## src/rtl/alu_req_arbiter.sv

```systemverilog
// ---------------------------------------------------------------------------
// alu_req_arbiter
// Two-port request arbiter and sequencer in front of the four ALU sub-units
// (ARITH, LOGIC, CMP, SHIFT). It grants one requester and latches that
// requester's operands and op code. It enables the decoded unit for one
// cycle and waits UNIT_LATENCY edges for the unit's registered result. It
// then captures the result and returns it with a one-cycle done pulse.
//
// Optional build macro: ALU_ARB_FIXED_PRIO_EN
//   defined   -> requester 0 always wins a tie (no round-robin pointer)
//   undefined -> round-robin between the two requesters (default)
//
// Parameters: IN_WIDTH (operand width), OUT_WIDTH (result width),
//             UNIT_LATENCY (1..4, enable-to-valid edges of the units)
// Ports:
//   clk, RST                     clock, synchronous active-high reset
//   req0/req1, A0/B0/FUN0, A1/B1/FUN1
//                                request levels, operands, op codes
//   gnt0/gnt1                    grant, high for the ISSUE cycle
//   A, B, ALU_FUN                shared operand/function bus to the units
//   *_Enable                     one-hot unit enables
//   *_OUT, *_Flag                registered unit results and flags
//   result, result_flag          captured result and flag
//   done0/done1                  completion pulse to the owner
//   busy                         high whenever the FSM is not idle
//
// state | meaning
// ------+----------------------------------------------------------
// IDLE  | no operation; arbitrate any pending request
// ISSUE | grant the owner and pulse the decoded unit enable
// WAIT  | count down the unit latency, then capture the result
// DONE  | pulse the owner's done; result valid
// ---------------------------------------------------------------------------
module alu_req_arbiter #(
    parameter int IN_WIDTH     = 8,
    parameter int OUT_WIDTH    = 16,
    parameter int UNIT_LATENCY = 1
) (
    input  logic                 clk,
    input  logic                 RST,
    input  logic                 req0,
    input  logic                 req1,
    input  logic [IN_WIDTH-1:0]  A0,
    input  logic [IN_WIDTH-1:0]  B0,
    input  logic [IN_WIDTH-1:0]  A1,
    input  logic [IN_WIDTH-1:0]  B1,
    input  logic [3:0]           FUN0,
    input  logic [3:0]           FUN1,
    output logic                 gnt0,
    output logic                 gnt1,
    output logic [IN_WIDTH-1:0]  A,
    output logic [IN_WIDTH-1:0]  B,
    output logic [1:0]           ALU_FUN,
    output logic                 Arith_Enable,
    output logic                 Logic_Enable,
    output logic                 CMP_Enable,
    output logic                 Shift_Enable,
    input  logic [OUT_WIDTH-1:0] Arith_OUT,
    input  logic [OUT_WIDTH-1:0] Logic_OUT,
    input  logic [OUT_WIDTH-1:0] CMP_OUT,
    input  logic [OUT_WIDTH-1:0] Shift_OUT,
    input  logic                 Arith_Flag,
    input  logic                 Logic_Flag,
    input  logic                 CMP_Flag,
    input  logic                 Shift_Flag,
    output logic [OUT_WIDTH-1:0] result,
    output logic                 result_flag,
    output logic                 done0,
    output logic                 done1,
    output logic                 busy
);

    localparam int CW = 2;  // holds UNIT_LATENCY-1 for latencies up to 4

    typedef enum logic [1:0] {IDLE, ISSUE, WAIT, DONE} state_t;

    state_t                 state_q;
    logic [CW-1:0]          cnt_q;
    logic                   owner_q;
    logic [IN_WIDTH-1:0]    a_q, b_q;
    logic [3:0]             fun_q;
    logic                   gnt0_q, gnt1_q;
    logic [3:0]             en_q;
    logic                   done0_q, done1_q;
    logic                   busy_q;
    logic [OUT_WIDTH-1:0]   result_q;
    logic                   flag_q;

    logic                   win_d;
    logic [3:0]             sel_fun_d;
    logic [OUT_WIDTH-1:0]   unit_res_d;
    logic                   unit_flag_d;

`ifdef ALU_ARB_FIXED_PRIO_EN
    // Only consulted when at least one request is high.
    assign win_d = ~req0;
`else
    logic ptr_q;  // 1: requester 1 wins the next tie
    assign win_d = (req0 && req1) ? ptr_q : req1;
`endif

    assign sel_fun_d = win_d ? FUN1 : FUN0;

    always_comb begin
        unit_res_d  = Arith_OUT;
        unit_flag_d = Arith_Flag;
        case (fun_q[3:2])
            2'b00: begin unit_res_d = Arith_OUT; unit_flag_d = Arith_Flag; end
            2'b01: begin unit_res_d = Logic_OUT; unit_flag_d = Logic_Flag; end
            2'b10: begin unit_res_d = CMP_OUT;   unit_flag_d = CMP_Flag;   end
            default: begin unit_res_d = Shift_OUT; unit_flag_d = Shift_Flag; end
        endcase
    end

    always_ff @(posedge clk) begin
        if (RST) begin
            state_q  <= IDLE;
            cnt_q    <= '0;
            owner_q  <= 1'b0;
            a_q      <= '0;
            b_q      <= '0;
            fun_q    <= '0;
            gnt0_q   <= 1'b0;
            gnt1_q   <= 1'b0;
            en_q     <= '0;
            done0_q  <= 1'b0;
            done1_q  <= 1'b0;
            busy_q   <= 1'b0;
            result_q <= '0;
            flag_q   <= 1'b0;
`ifndef ALU_ARB_FIXED_PRIO_EN
            ptr_q    <= 1'b0;
`endif
        end else begin
            case (state_q)
                IDLE: begin
                    if (req0 || req1) begin
                        owner_q <= win_d;
                        a_q     <= win_d ? A1 : A0;
                        b_q     <= win_d ? B1 : B0;
                        fun_q   <= sel_fun_d;
                        gnt0_q  <= ~win_d;
                        gnt1_q  <= win_d;
                        en_q    <= 4'b0001 << sel_fun_d[3:2];
                        busy_q  <= 1'b1;
`ifndef ALU_ARB_FIXED_PRIO_EN
                        ptr_q   <= ~win_d;
`endif
                        state_q <= ISSUE;
                    end
                end
                ISSUE: begin
                    gnt0_q  <= 1'b0;
                    gnt1_q  <= 1'b0;
                    en_q    <= '0;
                    cnt_q   <= CW'(UNIT_LATENCY - 1);
                    state_q <= WAIT;
                end
                WAIT: begin
                    if (cnt_q == '0) begin
                        result_q <= unit_res_d;
                        flag_q   <= unit_flag_d;
                        done0_q  <= ~owner_q;
                        done1_q  <= owner_q;
                        state_q  <= DONE;
                    end else begin
                        cnt_q <= cnt_q - CW'(1);
                    end
                end
                DONE: begin
                    // Operand bus returns to 0 as the FSM goes idle.
                    done0_q <= 1'b0;
                    done1_q <= 1'b0;
                    a_q     <= '0;
                    b_q     <= '0;
                    fun_q   <= '0;
                    busy_q  <= 1'b0;
                    state_q <= IDLE;
                end
                default: state_q <= IDLE;
            endcase
        end
    end

    assign gnt0         = gnt0_q;
    assign gnt1         = gnt1_q;
    assign A            = a_q;
    assign B            = b_q;
    assign ALU_FUN      = fun_q[1:0];
    assign Arith_Enable = en_q[0];
    assign Logic_Enable = en_q[1];
    assign CMP_Enable   = en_q[2];
    assign Shift_Enable = en_q[3];
    assign result       = result_q;
    assign result_flag  = flag_q;
    assign done0        = done0_q;
    assign done1        = done1_q;
    assign busy         = busy_q;

endmodule

```

## config.mk

```make
export PLATFORM = sky130hd
export DESIGN_NAME = alu_req_arbiter
export DESIGN_NICKNAME = d
export VERILOG_FILES = /design/src/rtl/alu_req_arbiter.sv
export SDC_FILE = /design/constraint.sdc
export NUM_CORES = 1
export LEC_CHECK = 0
export ABC_CLOCK_PERIOD_IN_PS = 1960
export CORE_AREA = 2 2 92 94
export DETAILED_ROUTE_END_ITERATION = 7
export DIE_AREA = 0 0 94 96
export PLACE_DENSITY = 0.82
export SYNTH_ARGS = -nofsm -noshare
export SYNTH_HDL_FRONTEND = slang
export SYNTH_SLANG_ARGS = --single-unit
```

## constraint.sdc

```tcl
create_clock -name clk -period 1.96 [get_ports clk]
set_input_delay 0.392 -clock clk [delete_from_list [all_inputs] [get_ports clk]]
set_output_delay 0.392 -clock clk [all_outputs]
set_load 0.01 [all_outputs]
```

==> flow_summary.html <==
<table>
<tr><th>Metric</th><th>Value</th></tr>
<tr><th colspan="2">Clock network</th></tr>
<tr><td>CTS Root Buffer Type</td><td>clkbuf_8</td></tr>
<tr><td>Sink Count</td><td>52</td></tr>
<tr><td>CTS max path bufs</td><td>2</td></tr>
<tr><td>Cts bufs inserted</td><td>5</td></tr>
<tr><td>Hold-fix buffers, CTS</td><td>0</td></tr>
<tr><td>Clock-pin transition on the worst setup and hold timing paths</td><td>0.10 ns</td></tr>
<tr><td>Number of gates resized after CTS</td><td>0</td></tr>
<tr><td>CTS tree</td><td>built</td></tr>
<tr><td>Setup repair bufs after CTS</td><td>0</td></tr>
<tr><td>Worst-skew pair later-pin latency</td><td>0.30 ns</td></tr>
<tr><td>Number of levels in the clock H-tree</td><td>2</td></tr>
<tr><th colspan="2">Synthesis</th></tr>
<tr><td>Gate Count Post-Synth</td><td>273</td></tr>
<tr><td>Net Count, Synth</td><td>391</td></tr>
<tr><td>Mean area per synthesized cell</td><td>10.1 um2</td></tr>
<tr><td>Total of flip-flops plus latches after synthesis</td><td>52</td></tr>
<tr><td>Synth area leaders</td><td>dfxtp_1 (38%), mux4_2 (14%), mux2_4 (8.2%)</td></tr>
<tr><td>Area share of the largest cell type after synthesis</td><td>37.7%</td></tr>
<tr><td>Number of unique standard cell types used by synthesis</td><td>31</td></tr>
<tr><td>Cell type contributing the most total cell area after synthesis</td><td>dfxtp_1</td></tr>
<tr><td>Synth warnings</td><td>0</td></tr>
<tr><td>Sequential cell area fraction in the yosys report</td><td>37.7%</td></tr>
<tr><td>Netlist area before placement</td><td>0.00276 mm2</td></tr>
<tr><th colspan="2">Timing</th></tr>
<tr><td>Relative slew slack</td><td>56.1%</td></tr>
<tr><td>Final period util</td><td>88.3%</td></tr>
<tr><td>Number of pins with negative max-slew slack in the final report</td><td>0</td></tr>
<tr><td>Highest achievable clock rate</td><td>578 MHz</td></tr>
<tr><td>Count of endpoints failing hold in the final timing report</td><td>0</td></tr>
<tr><td>Slew of the pin with the lowest slew margin</td><td>0.658 ns</td></tr>
<tr><td>Setup repair after global routing missed its margin</td><td>no</td></tr>
<tr><td>Post-layout worst setup margin</td><td>0.229 ns</td></tr>
<tr><td>Minimum clock period</td><td>1.73 ns</td></tr>
<tr><td>Fin Setup TNS</td><td>0 ns</td></tr>
<tr><td>Number of setup violations in the final report</td><td>0</td></tr>
<tr><td>Clock skew</td><td>0.00728 ns</td></tr>
<tr><th colspan="2">Layout</th></tr>
<tr><td>Final core utilization</td><td>57.2%</td></tr>
<tr><td>Nets</td><td>545</td></tr>
<tr><td>Non-Filler Cell Area, Final</td><td>0.00461 mm2</td></tr>
<tr><td>Synthesis-to-finish area growth</td><td>66.7%</td></tr>
<tr><td>Antenna cells</td><td>0</td></tr>
<tr><td>Proportion of layout cells with a drive suffix above 1</td><td>18.2%</td></tr>
<tr><th colspan="2">Critical path</th></tr>
<tr><td>Worst Reg2Reg Path Length in Cells</td><td>8</td></tr>
<tr><td>Data required time at the worst endpoint</td><td>2.20 ns</td></tr>
<tr><td>Arrival time at the worst endpoint</td><td>1.97 ns</td></tr>
<tr><td>Worst r2r src</td><td>state_q[0]$_SDFFE_PP0P_</td></tr>
<tr><td>Crit. Startpoint</td><td>state_q[0]$_SDFFE_PP0P_</td></tr>
<tr><td>Crit. End Element</td><td>register</td></tr>
<tr><td>Critical path endpoint</td><td>fun_q[3]$_SDFFE_PP0P_</td></tr>
<tr><td>Endpoint of the most critical register-to-register path</td><td>fun_q[3]$_SDFFE_PP0P_</td></tr>
<tr><td>Worst setup path category</td><td>register to register</td></tr>
<tr><td>Reg-to-reg slack, setup</td><td>0.23 ns</td></tr>
<tr><td>Crit-path max FO</td><td>9</td></tr>
<tr><td>Startpoint Class</td><td>register</td></tr>
<tr><th colspan="2">Run status</th></tr>
<tr><td>Status</td><td>finished, final reports clean</td></tr>
<tr><th colspan="2">Power and ir drop</th></tr>
<tr><td>Cell Pwr Density</td><td>1030 mW/mm2</td></tr>
<tr><td>Post-layout power</td><td>0.00473 W</td></tr>
<tr><td>Lkg Pwr</td><td>1.71 nW</td></tr>
<tr><td>VDD IR max</td><td>0.529 mV</td></tr>
<tr><th colspan="2">GRT</th></tr>
<tr><td>Maximum number of pins on one net before global-route repair</td><td>53</td></tr>
<tr><td>Number of antenna violations at the first check in global routing</td><td>0</td></tr>
<tr><td>Wire length of the first global-routing pass</td><td>12000 um</td></tr>
<tr><td>Remaining global-route overflow</td><td>0</td></tr>
<tr><td>Via count of the first global-routing pass</td><td>2634</td></tr>
<tr><td>Overall routing resource usage</td><td>16.7%</td></tr>
<tr><th colspan="2">Die</th></tr>
<tr><td>Chip height</td><td>96 um</td></tr>
<tr><td>DIE WIDTH</td><td>94 um</td></tr>
<tr><td>Std cell rows</td><td>33</td></tr>
<tr><td>Floorplan die area</td><td>0.00902 mm2</td></tr>
<tr><td>Boundary Pins</td><td>156</td></tr>
<tr><td>Placeable core region</td><td>0.00805 mm2</td></tr>
<tr><td>Initial cell density of the core</td><td>34.3%</td></tr>
<tr><th colspan="2">Drt</th></tr>
<tr><td>Routed via count divided by cell count</td><td>4.89</td></tr>
<tr><td>Post-route DRC violation count</td><td>0</td></tr>
<tr><td>Mean routed wirelength per cell</td><td>14.7 um</td></tr>
<tr><td>Wire length reported by the detailed router</td><td>7850 um</td></tr>
<tr><td>Number of DRC violations after detailed-routing iteration 0</td><td>43</td></tr>
<tr><td>Number of search-and-repair iterations in the first detailed-routing pass</td><td>4</td></tr>
<tr><td>Via count</td><td>2607</td></tr>
<tr><td>Number of nets still failing antenna checks after routing</td><td>0</td></tr>
<tr><th colspan="2">Placement</th></tr>
<tr><td>Number of buffer cells added on primary ports</td><td>155</td></tr>
<tr><td>Place WS</td><td>-0.0227 ns</td></tr>
<tr><td>Weighted congestion reported at the end of routability-driven placement</td><td>0.691</td></tr>
<tr><td>Placed instance area</td><td>0.00449 mm2</td></tr>
<tr><td>Estimated wirelength of the detail-placed design</td><td>6210 um</td></tr>
<tr><th colspan="2">Worst hold path</th></tr>
<tr><td>Hold/Removal Path Class</td><td>register to register</td></tr>
<tr><th colspan="2">Flow run</th></tr>
<tr><td>Max_cap viols</td><td>0</td></tr>
</table>
==> layer usage <==
metal	global-route usage [%]	vias to the layer above	share of wire [%]
li1	-	1273	-
met1	16.5	1215	37
met2	32.0	111	50
met3	7.75	8	12
met4	3.14	0	0.96
met5	0	-	0
==> cells in the mapped netlist (all sizes together) <==
| cell | number |
|---|---|
| a211oi | 2 |
| a21oi | 26 |
| a22oi | 21 |
| a311oi | 1 |
| a32oi | 2 |
| and2 | 2 |
| and3 | 1 |
| and3b | 1 |
| buf | 14 |
| clkbuf | 9 |
| dfxtp | 52 |
| ha | 6 |
| inv | 4 |
| mux2 | 19 |
| mux2i | 2 |
| mux4 | 17 |
| nand2 | 43 |
| nand2b | 3 |
| nand3b | 1 |
| nor2 | 37 |
| nor3 | 1 |
| nor3b | 2 |
| o21ai | 7 |
==> registers in the layout, summed over array words and instances, names as in the netlist <==
name	cells
result	16
A	8
B	8
en_q	4
fun_q	4
cnt_q	2
state_q	2
busy	1
done0	1
done1	1
gnt0	1
gnt1	1
owner_q	1
ptr_q	1
result_flag	1
==> layout by cell type, fill, tap and decap left out, drive strengths merged <==
cell type,synthesis,routed
and3,1,1
clkdlybuf4s50,0,154
mux2i,2,2
nand2b,3,3
buf,14,16
clkinvlp,0,1
clkbuf,9,5
clkinv,0,1
a22oi,21,21
mux2,19,19
inv,4,4
a211oi,2,2
bufinv,0,1
and2,2,2
mux4,17,17
nor3b,2,2
o21ai,7,7
a21oi,26,26
a32oi,2,2
a311oi,1,1
nand2,43,43
ha,6,6
dfxtp,52,52
nor3,1,1
and3b,1,1
nor2,37,37
nand3b,1,1
==> stage by stage <==
step / instances / hold slack, ns
finish: 533 / 0.460
global route: 533 / 0.489
CTS: 533 / 0.462
detailed placement: 525 / 0.448
global placement: 525 / 0.441
floorplan: 273 / 0.439
==> how the worst min path moves through the flow <==
stage | startpoint | endpoint | depth (start not counted)
2_1_floorplan | ptr_q$_SDFFE_PP0P_ | ptr_q$_SDFFE_PP0P_ | 1
3_3_place_gp | result[4]$_SDFFE_PP0P_ | result[4]$_SDFFE_PP0P_ | 2
3_5_place_dp | result[1]$_SDFFE_PP0P_ | result[1]$_SDFFE_PP0P_ | 2
4_1_cts | result[1]$_SDFFE_PP0P_ | result[1]$_SDFFE_PP0P_ | 2
5_1_grt | result[12]$_SDFFE_PP0P_ | result[12]$_SDFFE_PP0P_ | 2
6_report | result[5]$_SDFFE_PP0P_ | result[5]$_SDFFE_PP0P_ | 2
==> kinds of logic after synthesis <==
group / share of synthesized area [%]
compound gates: 15.7
fa+ha+maj: 2.72
buf+inv: 5.62
flops: 37.7
mux: 24.4
simple gates: 13.9
==> where the power goes <==
part	internal, W	total, W	switching (W)
registers	0.00132	0.00148	0.000161
clock network	0.000378	0.000734	0.000356
logic	0.00137	0.00252	0.00115
==> cell type report <==
class / count / area [um2]
fillers: 709 / 3450
repair buffers: 170 / 1730
multi-input cells: 194 / 1570
flip-flops and latches: 52 / 1040
well taps: 105 / 131
clock buffers: 5 / 68.8
clock inverters: 3 / 42.5
inverters: 4 / 15.0
==> critical path, cell delays in order, from the launching register on <==
cell      delay [ns]
dfxtp_1         0.35
inv_1           0.11
ha_1            0.33
o21ai_0         0.15
buf_4           0.16
nor2_2          0.16
buf_4           0.21
nand2b_1        0.06
a21oi_1         0.14
(Power assumes the default switching activity.)
